File: src/rtl/fetch_ctrl_if.sv
// Instruction-memory read channel between the fetch controller and the memory.
interface fetch_ctrl_if;
   logic        imem_req;
   logic [31:0] imem_addr;
   logic        imem_ack;
   logic [31:0] imem_rdata;

   modport master (output imem_req, output imem_addr, input imem_ack, input imem_rdata);
   modport slave  (input imem_req, input imem_addr, output imem_ack, output imem_rdata);
endinterface

File: src/rtl/fetch_ctrl.sv
// Instruction fetch controller: one outstanding memory read, registered IF/ID outputs,
// branch redirects that squash in-flight reads.
module fetch_ctrl #(
   parameter logic [31:0] RESET_PC = 32'h0000_0000
) (
   input  logic               clk,
   input  logic               reset,
   input  logic               PCSrc,
   input  logic [31:0]        branch,
   input  logic               stall,
   fetch_ctrl_if.master       imem,
   output logic [31:0]        instrucao,
   output logic [31:0]        PC,
   output logic [31:0]        PC4,
   output logic               if_valid
);

   typedef enum logic [1:0] {
      S_IDLE    = 2'd0,
      S_FETCH   = 2'd1,
      S_DELIVER = 2'd2,
      S_DISCARD = 2'd3
   } state_t;

   state_t      r_state, w_state_nxt;
   logic        r_req, w_req_nxt;
   logic [31:0] r_addr, w_addr_nxt;
   logic [31:0] r_tgt, w_tgt_nxt;
   logic [31:0] r_instr, w_instr_nxt;
   logic [31:0] r_pc, w_pc_nxt;
   logic [31:0] r_pc4, w_pc4_nxt;
   logic        r_valid, w_valid_nxt;
   logic        r_rst_done;
   logic [31:0] w_target;

   assign w_target = branch & ~32'h3;

   // NOTE: sequential state uses non-blocking assignments so every register samples pre-edge values.
   always_ff @(posedge clk or posedge reset) begin
      if (reset) begin
         r_state    <= S_IDLE;
         r_req      <= 1'b0;
         r_addr     <= RESET_PC;
         r_tgt      <= 32'h0;
         r_instr    <= 32'h0;
         r_pc       <= 32'h0;
         r_pc4      <= 32'h0;
         r_valid    <= 1'b0;
         r_rst_done <= 1'b0;
      end else begin
         r_state    <= w_state_nxt;
         r_req      <= w_req_nxt;
         r_addr     <= w_addr_nxt;
         r_tgt      <= w_tgt_nxt;
         r_instr    <= w_instr_nxt;
         r_pc       <= w_pc_nxt;
         r_pc4      <= w_pc4_nxt;
         r_valid    <= w_valid_nxt;
         r_rst_done <= 1'b1;
      end
   end

   // NOTE: every next-value gets a hold default up front so no path can infer a latch.
   always_comb begin
      w_state_nxt = r_state;
      w_req_nxt   = r_req;
      w_addr_nxt  = r_addr;
      w_tgt_nxt   = r_tgt;
      w_instr_nxt = r_instr;
      w_pc_nxt    = r_pc;
      w_pc4_nxt   = r_pc4;
      w_valid_nxt = r_valid;

      case (r_state)
         S_IDLE: begin
            w_req_nxt = 1'b0;
            if (PCSrc) begin
               w_addr_nxt  = w_target;
               w_valid_nxt = 1'b0;
            end
            // One dwell cycle after reset so the first request lands on the second edge.
            if (r_rst_done) begin
               w_state_nxt = S_FETCH;
               w_req_nxt   = 1'b1;
            end
         end
         S_FETCH: begin
            w_req_nxt = 1'b1;
            if (imem.imem_ack) begin
               if (PCSrc) begin
                  w_addr_nxt = w_target;
               end else begin
                  w_instr_nxt = imem.imem_rdata;
                  w_pc_nxt    = r_addr;
                  w_pc4_nxt   = r_addr + 32'd4;
                  w_valid_nxt = 1'b1;
                  w_req_nxt   = 1'b0;
                  w_state_nxt = S_DELIVER;
               end
            end else if (PCSrc) begin
               w_tgt_nxt   = w_target;
               w_state_nxt = S_DISCARD;
            end
         end
         S_DELIVER: begin
            w_req_nxt = 1'b0;
            if (PCSrc) begin
               w_addr_nxt  = w_target;
               w_valid_nxt = 1'b0;
               w_req_nxt   = 1'b1;
               w_state_nxt = S_FETCH;
            end else if (!stall) begin
               w_addr_nxt  = r_pc4;
               w_valid_nxt = 1'b0;
               w_req_nxt   = 1'b1;
               w_state_nxt = S_FETCH;
            end
         end
         S_DISCARD: begin
            w_req_nxt = 1'b1;
            if (PCSrc) w_tgt_nxt = w_target;
            if (imem.imem_ack) begin
               w_addr_nxt  = PCSrc ? w_target : r_tgt;
               w_state_nxt = S_FETCH;
            end
         end
         default: begin
            w_req_nxt   = 1'b0;
            w_state_nxt = S_IDLE;
         end
      endcase
   end

   assign imem.imem_req  = r_req;
   assign imem.imem_addr = r_addr;
   assign instrucao      = r_instr;
   assign PC             = r_pc;
   assign PC4            = r_pc4;
   assign if_valid       = r_valid;

endmodule
File: src/flat_wrapper.sv
// flat-port wrapper written by rule: the top's interface ports become plain ports
module fetch_ctrl_flat 
#(
   parameter logic [31:0] RESET_PC = 32'h0000_0000
)
  (clk, reset, PCSrc, branch, stall, instrucao, PC, PC4, if_valid, imem_imem_req, imem_imem_addr, imem_imem_ack, imem_imem_rdata);
  fetch_ctrl_if imem_i ();
  input  logic clk;
  input  logic reset;
  input  logic PCSrc;
  input  logic [31:0] branch;
  input  logic stall;
  output logic [31:0] instrucao;
  output logic [31:0] PC;
  output logic [31:0] PC4;
  output logic if_valid;
  output wire logic [$bits(imem_i.imem_req)-1:0] imem_imem_req;
  output wire logic [$bits(imem_i.imem_addr)-1:0] imem_imem_addr;
  input wire logic [$bits(imem_i.imem_ack)-1:0] imem_imem_ack;
  input wire logic [$bits(imem_i.imem_rdata)-1:0] imem_imem_rdata;
  assign imem_imem_req = imem_i.imem_req;
  assign imem_imem_addr = imem_i.imem_addr;
  assign imem_i.imem_ack = imem_imem_ack;
  assign imem_i.imem_rdata = imem_imem_rdata;
  fetch_ctrl #(.RESET_PC(RESET_PC)) u_core (.clk(clk), .reset(reset), .PCSrc(PCSrc), .branch(branch), .stall(stall), .imem(imem_i), .instrucao(instrucao), .PC(PC), .PC4(PC4), .if_valid(if_valid));
endmodule
File: config.mk
export PLATFORM = sky130hd
export DESIGN_NAME = fetch_ctrl_flat
export DESIGN_NICKNAME = d
export VERILOG_FILES = /design/src/rtl/fetch_ctrl_if.sv /design/src/rtl/fetch_ctrl.sv /design/src/flat_wrapper.sv
export SDC_FILE = /design/constraint.sdc
export NUM_CORES = 1
export LEC_CHECK = 0
export BUFFER_PORTS_ARGS = -buffer_cell sky130_fd_sc_hd__clkbuf_2
export CAP_MARGIN = 30
export CORE_ASPECT_RATIO = 1.25
export CORE_MARGIN = 3
export CORE_UTILIZATION = 35
export CTS_BUF_LIST = sky130_fd_sc_hd__clkbuf_8
export DETAILED_ROUTE_END_ITERATION = 10
export GPL_TIMING_DRIVEN = 1
export HOLD_SLACK_MARGIN = 0.06
export PLACE_DENSITY = 0.62
export SETUP_SLACK_MARGIN = 0.15
export SYNTH_ARGS = -nofsm -noshare
export SYNTH_HDL_FRONTEND = slang
export SYNTH_SLANG_ARGS = --single-unit
File: constraint.sdc
create_clock -name clk -period 15.4 [get_ports clk]
set_clock_uncertainty 0.05 [all_clocks]
set_input_delay 3.08 -clock clk [delete_from_list [all_inputs] [get_ports clk]]
set_output_delay 3.08 -clock clk [all_outputs]
set_load 0.1 [all_outputs]
==> After elaboration in Yosys (flattened, before gate mapping) <==
Cells that the tools add are included.
{ "word_totals": {"wordCells": 60, "input_bits": 69, "ff_bits": 165, "output_inout_bits": 130} }
{ "op_classes": {"bitwise": 1, "reduce_logical": 8, "n_mux": 29, "n_eq_ne": 12, "addsub": 1} }
{ "op_table": {"columns": ["operator", "n"], "rows": [
  ["32-bit two-way mux", 7],
  ["32-bit one-hot mux with 4 select lines", 1],
  ["32-bit one-hot mux with 2 select lines", 1],
  ["32-bit by 3-bit adder with 32-bit output (second input constant)", 1],
  ["2-bit two-way mux", 7],
  ["1-bit two-way mux", 10],
  ["2-bit != test (second input constant)", 5],
  ["5-bit AND reduction", 2],
  ["3-bit != test (second input constant)", 3],
  ["2-bit one-hot mux with 4 select lines", 1],
  ["3-bit AND reduction", 2],
  ["2-bit == test (second input constant)", 2],
  ["1-bit one-hot mux with 4 select lines", 1],
  ["1-bit one-hot mux with 3 select lines", 1],
  ["3-bit nonzero test", 1],
  ["2-bit by 1-bit == test with 1-bit output (second input constant)", 1],
  ["2-bit logical NOT", 1],
  ["2-bit by 1-bit != test with 1-bit output (second input constant)", 1],
  ["2-bit AND reduction", 1],
  ["2-bit nonzero test", 1],
  ["1-bit NOT", 1]
]} }

==> Longest topological paths before layout <==
Gate-level depths: netlist (run 1).
{ "depth": {"ltp_word": 3, "ltp_mapped": 7, "mapped_depth_nobuf": 5} }

==> Least setup slack after synthesis (run 1) <==
Ideal clock, no wire load.
{ "synth_timing": {"path_kind": "reg2out", "startpoint": "register u_core.r_pc4[0], in the netlist u_core.PC4[0]", "endpoint": "output port PC4[0]", "t_arrival_ps": 1355, "stages_incl_launch_ff": 2, "path_slack_ps": 10915, "path_cell_list": "dfrtp_1 > buf_4"} }
{ "synth_lines": {"columns": ["element", "line", "text"], "rows": [
  ["from (decl)", "fetch_ctrl.sv:31", "logic [31:0] r_pc4, w_pc4_nxt;"],
  ["from (signal assigned)", "fetch_ctrl.sv:57", "r_pc4 <= w_pc4_nxt;"],
  ["to (decl)", "flat_wrapper.sv:15", "output logic [31:0] PC4;"]
]} }
No word-level cell between the ends.

==> Final worst setup path (run 1) <==
{ "layout_timing": {"startpoint": "input port PCSrc", "endpoint": "register u_core.r_pc4[25], in the netlist u_core.PC4[25]"} }
{ "layout_via": {"elab_chain_cells": 2} }
{ "layout_rtl": {"columns": ["element", "line", "text"], "rows": [
  ["from (decl)", "flat_wrapper.sv:10", "input logic PCSrc;"],
  ["1-bit NOT (no line)", null, null],
  ["3-bit AND reduction (no line)", null, null]
]} }
Every way passes these cells.
A chain may end at the register's enable or synchronous reset.

==> flow_results.org, run 1 <==
** Status
- The flow ran to the end, and the final reports show no timing, DRC or antenna violations.

** Clock network
- Cts hold-fix bufs :: 0
- Clock tree synthesis selected as its root buffer the cell sky130_fd_sc_hd__clkbuf_8.
- Clock Latency Late Sink :: 0.44 ns
- Buffers inserted during post-CTS setup optimization :: 0
- Htree depth :: 4
- After clock tree synthesis, the clock-pin slew on the worst setup and hold paths is 0.10 ns.
- The clock net in this run drives a total of 163 sinks.
- Counting along the longest clock path gives a buffer depth of 2.
- The number of clock buffers added by TritonCTS is 17.
- Gates resized during post-CTS repair numbered 0.
- TritonCTS built the clock tree.

** Timing
- Subtracting the final worst setup slack from the clock period gives 4.791 ns.
- Setup repair after global routing missed its margin :: no
- Of the available clock period, the critical path in the final layout requires 0.3111.
- The final number of hold-violating endpoints came to 0.
- Headroom to the max-slew limit came out at 0.3858.
- Hold Slack :: 0.4283 ns
- Peak Freq :: 208.7 MHz
- At the pin with the least slew margin, the transition time is 0.9214 ns.
- Final-report setup violation count :: 0
- Total count of max-transition violations in the final report :: 0
- Worst-case setup margin in the final layout :: 10.61 ns
- Setup total negative slack on the finished layout was measured at 0 ns.

** Logic synthesis
- Adder-cell share of the synthesized area :: 0.001682
- Share of the synthesized netlist area taken by xor and xnor gates :: 0.01530
- The share of the Yosys chip area taken by registers is 0.5483.
- FF+latch count, synth :: 163
- Combinational family with the most area after synthesis :: simple AND/OR/NAND/NOR gates
- Synthesized netlist cell count :: 779
- Distinct cell type count of the synthesized netlist :: 44
- In the synthesized netlist the dominant register cell turns out to be sky130_fd_sc_hd__dfrtp_1.
- The synthesized design contains 0 enable-type register cells.
- Synthesized cell area :: 7440 um^2
- Synth async-reset ratio :: 1.000
- The compound-gate portion of the synthesized area was 0.1088.
- Area share of and/or/nand/nor cells after synthesis :: 0.1956
- The portion of synthesized area spent on multiplexers is 0.09401.
- Warning count from the yosys run :: 0
- The average instance in the mapped netlist occupies 9.550 um^2.
- Nets in the synthesized netlist :: 849

** Floorplanning
- The total area inside the core boundary comes to 20890 um^2.
- From bottom edge to top edge, the die measures 169.0 um.
- The floorplan has 59 rows.
- In this run the count of I/O pins placed on the die edge is 199.
- Full die area :: 23050 um^2
- For this configuration, the core starts out at a cell density of 0.3561.
- Die X :: 136.4 um

** Min path
- Count of cells along the worst hold path :: 2
- The startpoint identified for the worst hold timing path is u_core.PC[20].
- Hold Path End :: u_core.PC[20]
- Type of the tightest min-delay check :: flip-flop to flip-flop

** Worst setup path
- Maximum fanout encountered on the critical timing path :: 58
- Reg2Reg Setup Slack :: 12.73 ns
- Terminus of the critical flop-to-flop path :: u_core.PC4[25]
- Startpoint type of the worst setup path :: primary input
- The critical path in this run is classified as primary input to flip-flop.
- For the worst flop-to-flop path, the logic depth is 5.
- Critical register-to-register path startpoint :: u_core.r_state[0]
- Crit path DAT :: 5.13 ns
- The worst setup path is captured at a flip-flop.
- For the worst setup path, the data required time is 15.74 ns.

** GRT
- Entering global routing, the biggest net connects 105 pins.
- Remaining global-route overflow :: 0
- Via count of the first global-routing pass :: 6158
- In the global route stage, overall resource usage came out at 0.1870.
- The first global-routing pass estimated 33720 um of wire.
- Initial antenna violation count :: 0

** Drt
- Drt total wl :: 21160 um
- After detailed routing, the number of remaining DRC violations is 0.
- For this block, the initial DRC count from the detailed router was 445.
- Drt pass-1 iters :: 4
- Dividing the detail-routed wire length by the instance count gives 17.16 um.
- The routed layout has 6231 vias.
- After detailed routing, the number of vias per cell comes to 5.054.
- Number of routed nets with antenna violations :: 0

** Final layout
- Share of layout cells above drive strength 1 :: 0.3024
- Layout Area Growth over Synthesis :: 21.63%
- ANT cells :: 0
- Final-stage net count :: 1016

** Placement
- Number of port buffers :: 196
- After legalization and detailed placement, the total HPWL measured 14260 um.
- At the end of routability-driven placement, the weighted congestion stood at 0.7639.
- Setup WS pre-CTS :: 10.11 ns

** Job
- The tool flagged a number of max-cap violations equal to 0.
[worst max-delay path by stage]
stage,start,end,slack (ns),cells after the start
after floorplan,reset,u_core.PC4[0],7.87,1
after global placement,PCSrc,u_core.PC4[25],10.16,6
after detailed placement,PCSrc,u_core.PC4[25],10.11,6
after CTS,PCSrc,u_core.PC4[25],10.62,6
after global routing,PCSrc,u_core.PC4[21],10.38,6
final,PCSrc,u_core.PC4[25],10.61,6
[state kept, by name, summed over array words and instances, names as in the netlist]
register,flops
u_core.PC4,32
u_core.imem.imem_addr,32
u_core.instrucao,32
u_core.r_tgt,32
u_core.PC,30
u_core.r_state,2
u_core.if_valid,1
u_core.imem.imem_req,1
u_core.r_rst_done,1
[cells in the final DEF, fill, tap and decap left out, types with 2 or more instances in the layout]
| cell type | count |
|---|---|
| sky130_fd_sc_hd__xnor2_1 | 7 |
| sky130_fd_sc_hd__nand2b_1 | 2 |
| sky130_fd_sc_hd__and3_2 | 2 |
| sky130_fd_sc_hd__clkinv_2 | 3 |
| sky130_fd_sc_hd__mux2_2 | 31 |
| sky130_fd_sc_hd__xor2_1 | 6 |
| sky130_fd_sc_hd__nor2b_1 | 2 |
| sky130_fd_sc_hd__nand3_1 | 18 |
| sky130_fd_sc_hd__dfrtp_1 | 162 |
| sky130_fd_sc_hd__inv_1 | 8 |
| sky130_fd_sc_hd__a21oi_1 | 32 |
| sky130_fd_sc_hd__and4_1 | 3 |
| sky130_fd_sc_hd__clkbuf_2 | 196 |
| sky130_fd_sc_hd__nor3_1 | 5 |
| sky130_fd_sc_hd__clkbuf_8 | 17 |
| sky130_fd_sc_hd__clkinvlp_4 | 3 |
| sky130_fd_sc_hd__a31o_2 | 8 |
| sky130_fd_sc_hd__a31oi_1 | 8 |
| sky130_fd_sc_hd__buf_4 | 9 |
| sky130_fd_sc_hd__nor2_1 | 50 |
| sky130_fd_sc_hd__nand2_1 | 213 |
| sky130_fd_sc_hd__nand4_1 | 16 |
| sky130_fd_sc_hd__and3_1 | 5 |
| sky130_fd_sc_hd__o41ai_1 | 2 |
| sky130_fd_sc_hd__inv_6 | 6 |
| sky130_fd_sc_hd__o21ai_0 | 49 |
| sky130_fd_sc_hd__and2_1 | 2 |
| sky130_fd_sc_hd__clkinv_4 | 2 |
| sky130_fd_sc_hd__or4_1 | 4 |
| sky130_fd_sc_hd__o31ai_1 | 32 |
| sky130_fd_sc_hd__mux2i_1 | 35 |
[layer usage]
metal | part of all wire | GRT usage | up-vias
met4 | 0.020 | 0.06620 | 0
met1 | 0.43 | 0.2364 | 3046
met2 | 0.51 | 0.3162 | 168
met3 | 0.045 | 0.03894 | 28
li1 | - | - | 2989
met5 | 0 | 0 | -
[logic make-up (layout without fill, tap and decap cells)]
group / Yosys count / count (layout)
and+or+nand+nor: 334 / 334
DFF: 163 / 163
AOI/OAI and AO/OA: 135 / 135
muxes: 66 / 66
buffers and inverters: 66 / 246
xor gates and xnor gates: 13 / 13
adders and majority gates: 1 / 1
other: 1 / 1
[worst max-delay path, cell delays in order]
cell and delay (ns):
sky130_fd_sc_hd__clkbuf_2 0.18, sky130_fd_sc_hd__nand4bb_4 0.81, sky130_fd_sc_hd__buf_4 0.60, sky130_fd_sc_hd__nor2_1 0.16
sky130_fd_sc_hd__nand4_1 0.10, sky130_fd_sc_hd__nand3_1 0.13
[layout make-up]
cell class / instances / area, um^2
Multi-Input combinational cell: 550 / 3148
Timing Repair Buffer: 206 / 1076
Sequential cell: 163 / 4080
Fill cell: 2053 / 11840
Tap cell: 274 / 342.8
Clock inverter: 15 / 132.6
Clock buffer: 17 / 234.0
Inverter: 8 / 35.03
[metrics by stage]
step | area, um^2 | util | std cells
floorplan | 7440 | - | 779
global placement | 8655 | 0.4143 | 1200
detailed placement | 8655 | 0.4143 | 1200
CTS | 9021 | 0.4318 | 1232
global route | 9049 | 0.4331 | 1233
finish | 9049 | 0.4331 | 1233
[synth_stat cells (16+ instances only)]
master                       n  area, um^2
sky130_fd_sc_hd__mux2_2     31       349.1
sky130_fd_sc_hd__nand4_1    16       100.1
sky130_fd_sc_hd__mux2i_1    35       350.3
sky130_fd_sc_hd__nand2_1   213       799.5
sky130_fd_sc_hd__o21ai_0    49       245.2
sky130_fd_sc_hd__dfrtp_1   163        4079
sky130_fd_sc_hd__nor2_1     51       191.4
sky130_fd_sc_hd__o31ai_1    32       240.2
sky130_fd_sc_hd__nand3_1    18       90.09
sky130_fd_sc_hd__a21oi_1    33       165.2
sky130_fd_sc_hd__clkbuf_1   42       157.7
Power of run 1 is not shown: default switching activity piles up to over one toggle a cycle in this logic, so the estimate is an artifact.
==> inputs of run 2 (changes only) <==
PLACE_DENSITY = 0.64   (was 0.62)
clock period = 4.37 ns   (was 15.4 ns; I/O delays follow)
==> flow_results.org, run 2 (synthesized netlist as in run 1, its figures left out) <==
** Timing
- The final number of hold-violating endpoints was 0 (unchanged).
- Static timing analysis puts the maximum clock frequency at 357.4 MHz.
- Total count of max-transition violations in the final report :: 0 (unchanged)
- Worst-Margin Slew :: 0.9497 ns (was 0.9214 ns)
- Dividing the final minimum period by the clock period gives 0.6403.
- The headroom to the max-slew limit was 0.3668 (was 0.3858).
- Setup repair after global routing missed its margin :: no (unchanged)
- Time the worst path needs with I/O delays and setup :: 2.798 ns
- Summed negative setup slack over all endpoints :: 0 ns (unchanged)
- Hold Slack :: 0.4293 ns (was 0.4283 ns)
- Final-report setup violation count :: 0 (unchanged)

** Clock network
- TritonCTS clock tree :: built (unchanged)
- Total CTS buffers :: 17 (unchanged)
- The number of gates given a new drive strength after cts is 0 (unchanged).
- Max clock buf depth :: 2 (unchanged)
- Clock Tree Root :: sky130_fd_sc_hd__clkbuf_8 (unchanged)
- The number of hold buffers added after cts came to 0 (unchanged).
- Clock Latency Late Sink :: 0.45 ns (was 0.44 ns)
- The number of clock sinks was 163 (unchanged).
- Register clock-pin slew on the reported worst setup and hold paths :: 0.08 ns (was 0.10 ns)
- Buffers inserted during post-CTS setup optimization :: 0 (unchanged)
- Htree depth :: 4 (unchanged)

** GRT
- The largest net degree at the start of global routing came to 71 (was 105).
- Overall track demand over capacity in global routing :: 0.1867 (was 0.1870)
- Initial antenna violation count :: 0 (unchanged)
- The total congestion overflow after global routing is 0 (unchanged).
- The number of global-route vias before repair is 6288 (was 6158).
- The first-pass GRT wire length was 33840 um (was 33720 um).

** Final layout
- The number of antenna repair diodes was 0 (unchanged).
- Leading cell type in the layout, fill and taps excluded :: sky130_fd_sc_hd__nand2_1 (unchanged)
- Share of layout cells above drive strength 1 :: 0.3018 (was 0.3024)
- Top library cells by usage in the layout, fill and taps aside :: sky130_fd_sc_hd__nand2_1 (213), sky130_fd_sc_hd__clkbuf_2 (196), sky130_fd_sc_hd__dfrtp_1 (162) (unchanged)
- Final-stage net count :: 1018 (was 1016)
- Number of fill cells :: 2057 (was 2053)
- The final cell count without fillers was 1235 (was 1233).
- Area of combinational cells with multiple inputs :: 3148 um^2 (unchanged)
- The area used by sequential logic in the layout came to 4080 um^2 (unchanged).
- The area growth from synthesis to layout came to 22.74% (was 21.63%).
- Post-route cell area :: 9131 um^2 (was 9049 um^2)

** Floorplanning
- Total core area :: 20890 um^2 (unchanged)
- Std cell rows :: 59 (unchanged)
- Die X :: 136.4 um (unchanged)
- Die Ht :: 169.0 um (unchanged)
- The count of boundary I/O pins came to 199 (unchanged).
- The area of the die was 23050 um^2 (unchanged).
- Initial Utilization :: 0.3561 (unchanged)

** Drt
- DR vias :: 6248 (was 6231)
- Initial detailed-routing violation count :: 365 (was 445)
- Drt pass-1 iters :: 4 (unchanged)
- Remaining design rule violation count :: 0 (unchanged)
- The number of antenna-violating nets in the routed design was 0 (unchanged).
- The average via count per standard cell came to 5.059 (was 5.054).
- The post-detailed-routing wire length is 20800 um (was 21160 um).
- The routed length per instance was 16.84 um (was 17.16 um).

** Worst setup path
- Setup CP Type :: flip-flop to flip-flop (was primary input to flip-flop)
- The largest fanout on the critical path is 32 (was 58).
- Crit path DAT :: 3.08 ns (was 5.13 ns)
- Startpoint type of the worst setup path :: flip-flop (was primary input)
- The sort of element at the end of the critical path is a flip-flop (unchanged).
- The required time at the endpoint of the critical path came to 4.65 ns (was 15.74 ns).

** Placement
- Placed instance area :: 8706 um^2 (was 8655 um^2)
- The number of port buffers was 196 (unchanged).
- The placer's final routability congestion estimate came to 0.7815 (was 0.7639).
- Placed cells :: 1202 (was 1200)
- The placed wire-length estimate after detailed placement is 14370 um (was 14260 um).

** Status
- Status :: complete, no violations (unchanged)

** Job
- Max-cap viol count :: 0 (unchanged)

** Min path
- Type of the tightest min-delay check :: flip-flop to flip-flop (unchanged)
run 2: changes by cell type in the layout (fill, tap and decap cells not counted):
cell and change:
sky130_fd_sc_hd__buf_12 +3, sky130_fd_sc_hd__buf_4 -1, sky130_fd_sc_hd__bufinv_16 +1, sky130_fd_sc_hd__clkbuf_8 +2, sky130_fd_sc_hd__clkinv_2 -2, sky130_fd_sc_hd__clkinv_4 +2, sky130_fd_sc_hd__clkinvlp_4 -1, sky130_fd_sc_hd__inv_1 +2
sky130_fd_sc_hd__inv_6 -4
run 2: stage by stage:
| stage | util | worst slack [ns] |
|---|---|---|
| CTS | 0.4358 | 1.613 |
| floorplan | - | 1.375 |
| global route | 0.4371 | 1.451 |
| finish | 0.4371 | 1.572 |
| detailed placement | 0.4167 | 1.543 |
| global placement | 0.4167 | 1.629 |
run 2: worst paths after layout:
kind,to,from,slack [ns],depth (start not counted)
max in group asynchronous,u_core.imem.imem_addr[22],reset,2.87,3
setup / recovery,u_core.r_tgt[4],u_core.r_state[0],1.57,3
hold / removal,u_core.PC[3],u_core.PC[3],0.43,2
min in group asynchronous,u_core.PC[3],reset,0.53,2
hold reg to reg,u_core.PC[3],u_core.PC[3],0.43,2
setup reg to reg,u_core.r_tgt[4],u_core.r_state[0],1.57,3
run 2: routing by layer:
metal,vias to the layer above,global-route usage,share of wire
met5,-,0,0
met4,0,0.06357,0.020
met3,30,0.04073,0.050
met2,174,0.3149,0.49
met1,3055,0.2369,0.44
li1,2989,-,-
run 2: cell type report:
cell class              count  area share
clock inverters            13     0.01494
clock buffers              19     0.02864
inverters                   8    0.003700
flip-flops and latches    163      0.4468
repair buffers            208      0.1236
well taps                 274     0.03754
multi-input cells         550      0.3448
run 2: worst max-delay path: stages, from the launching register on:
cell and delay [ns]:
sky130_fd_sc_hd__dfrtp_2 0.81, sky130_fd_sc_hd__buf_4 0.47, sky130_fd_sc_hd__and3_2 0.91, sky130_fd_sc_hd__mux2_2 0.42
Power of run 2 is left out for the same reason.
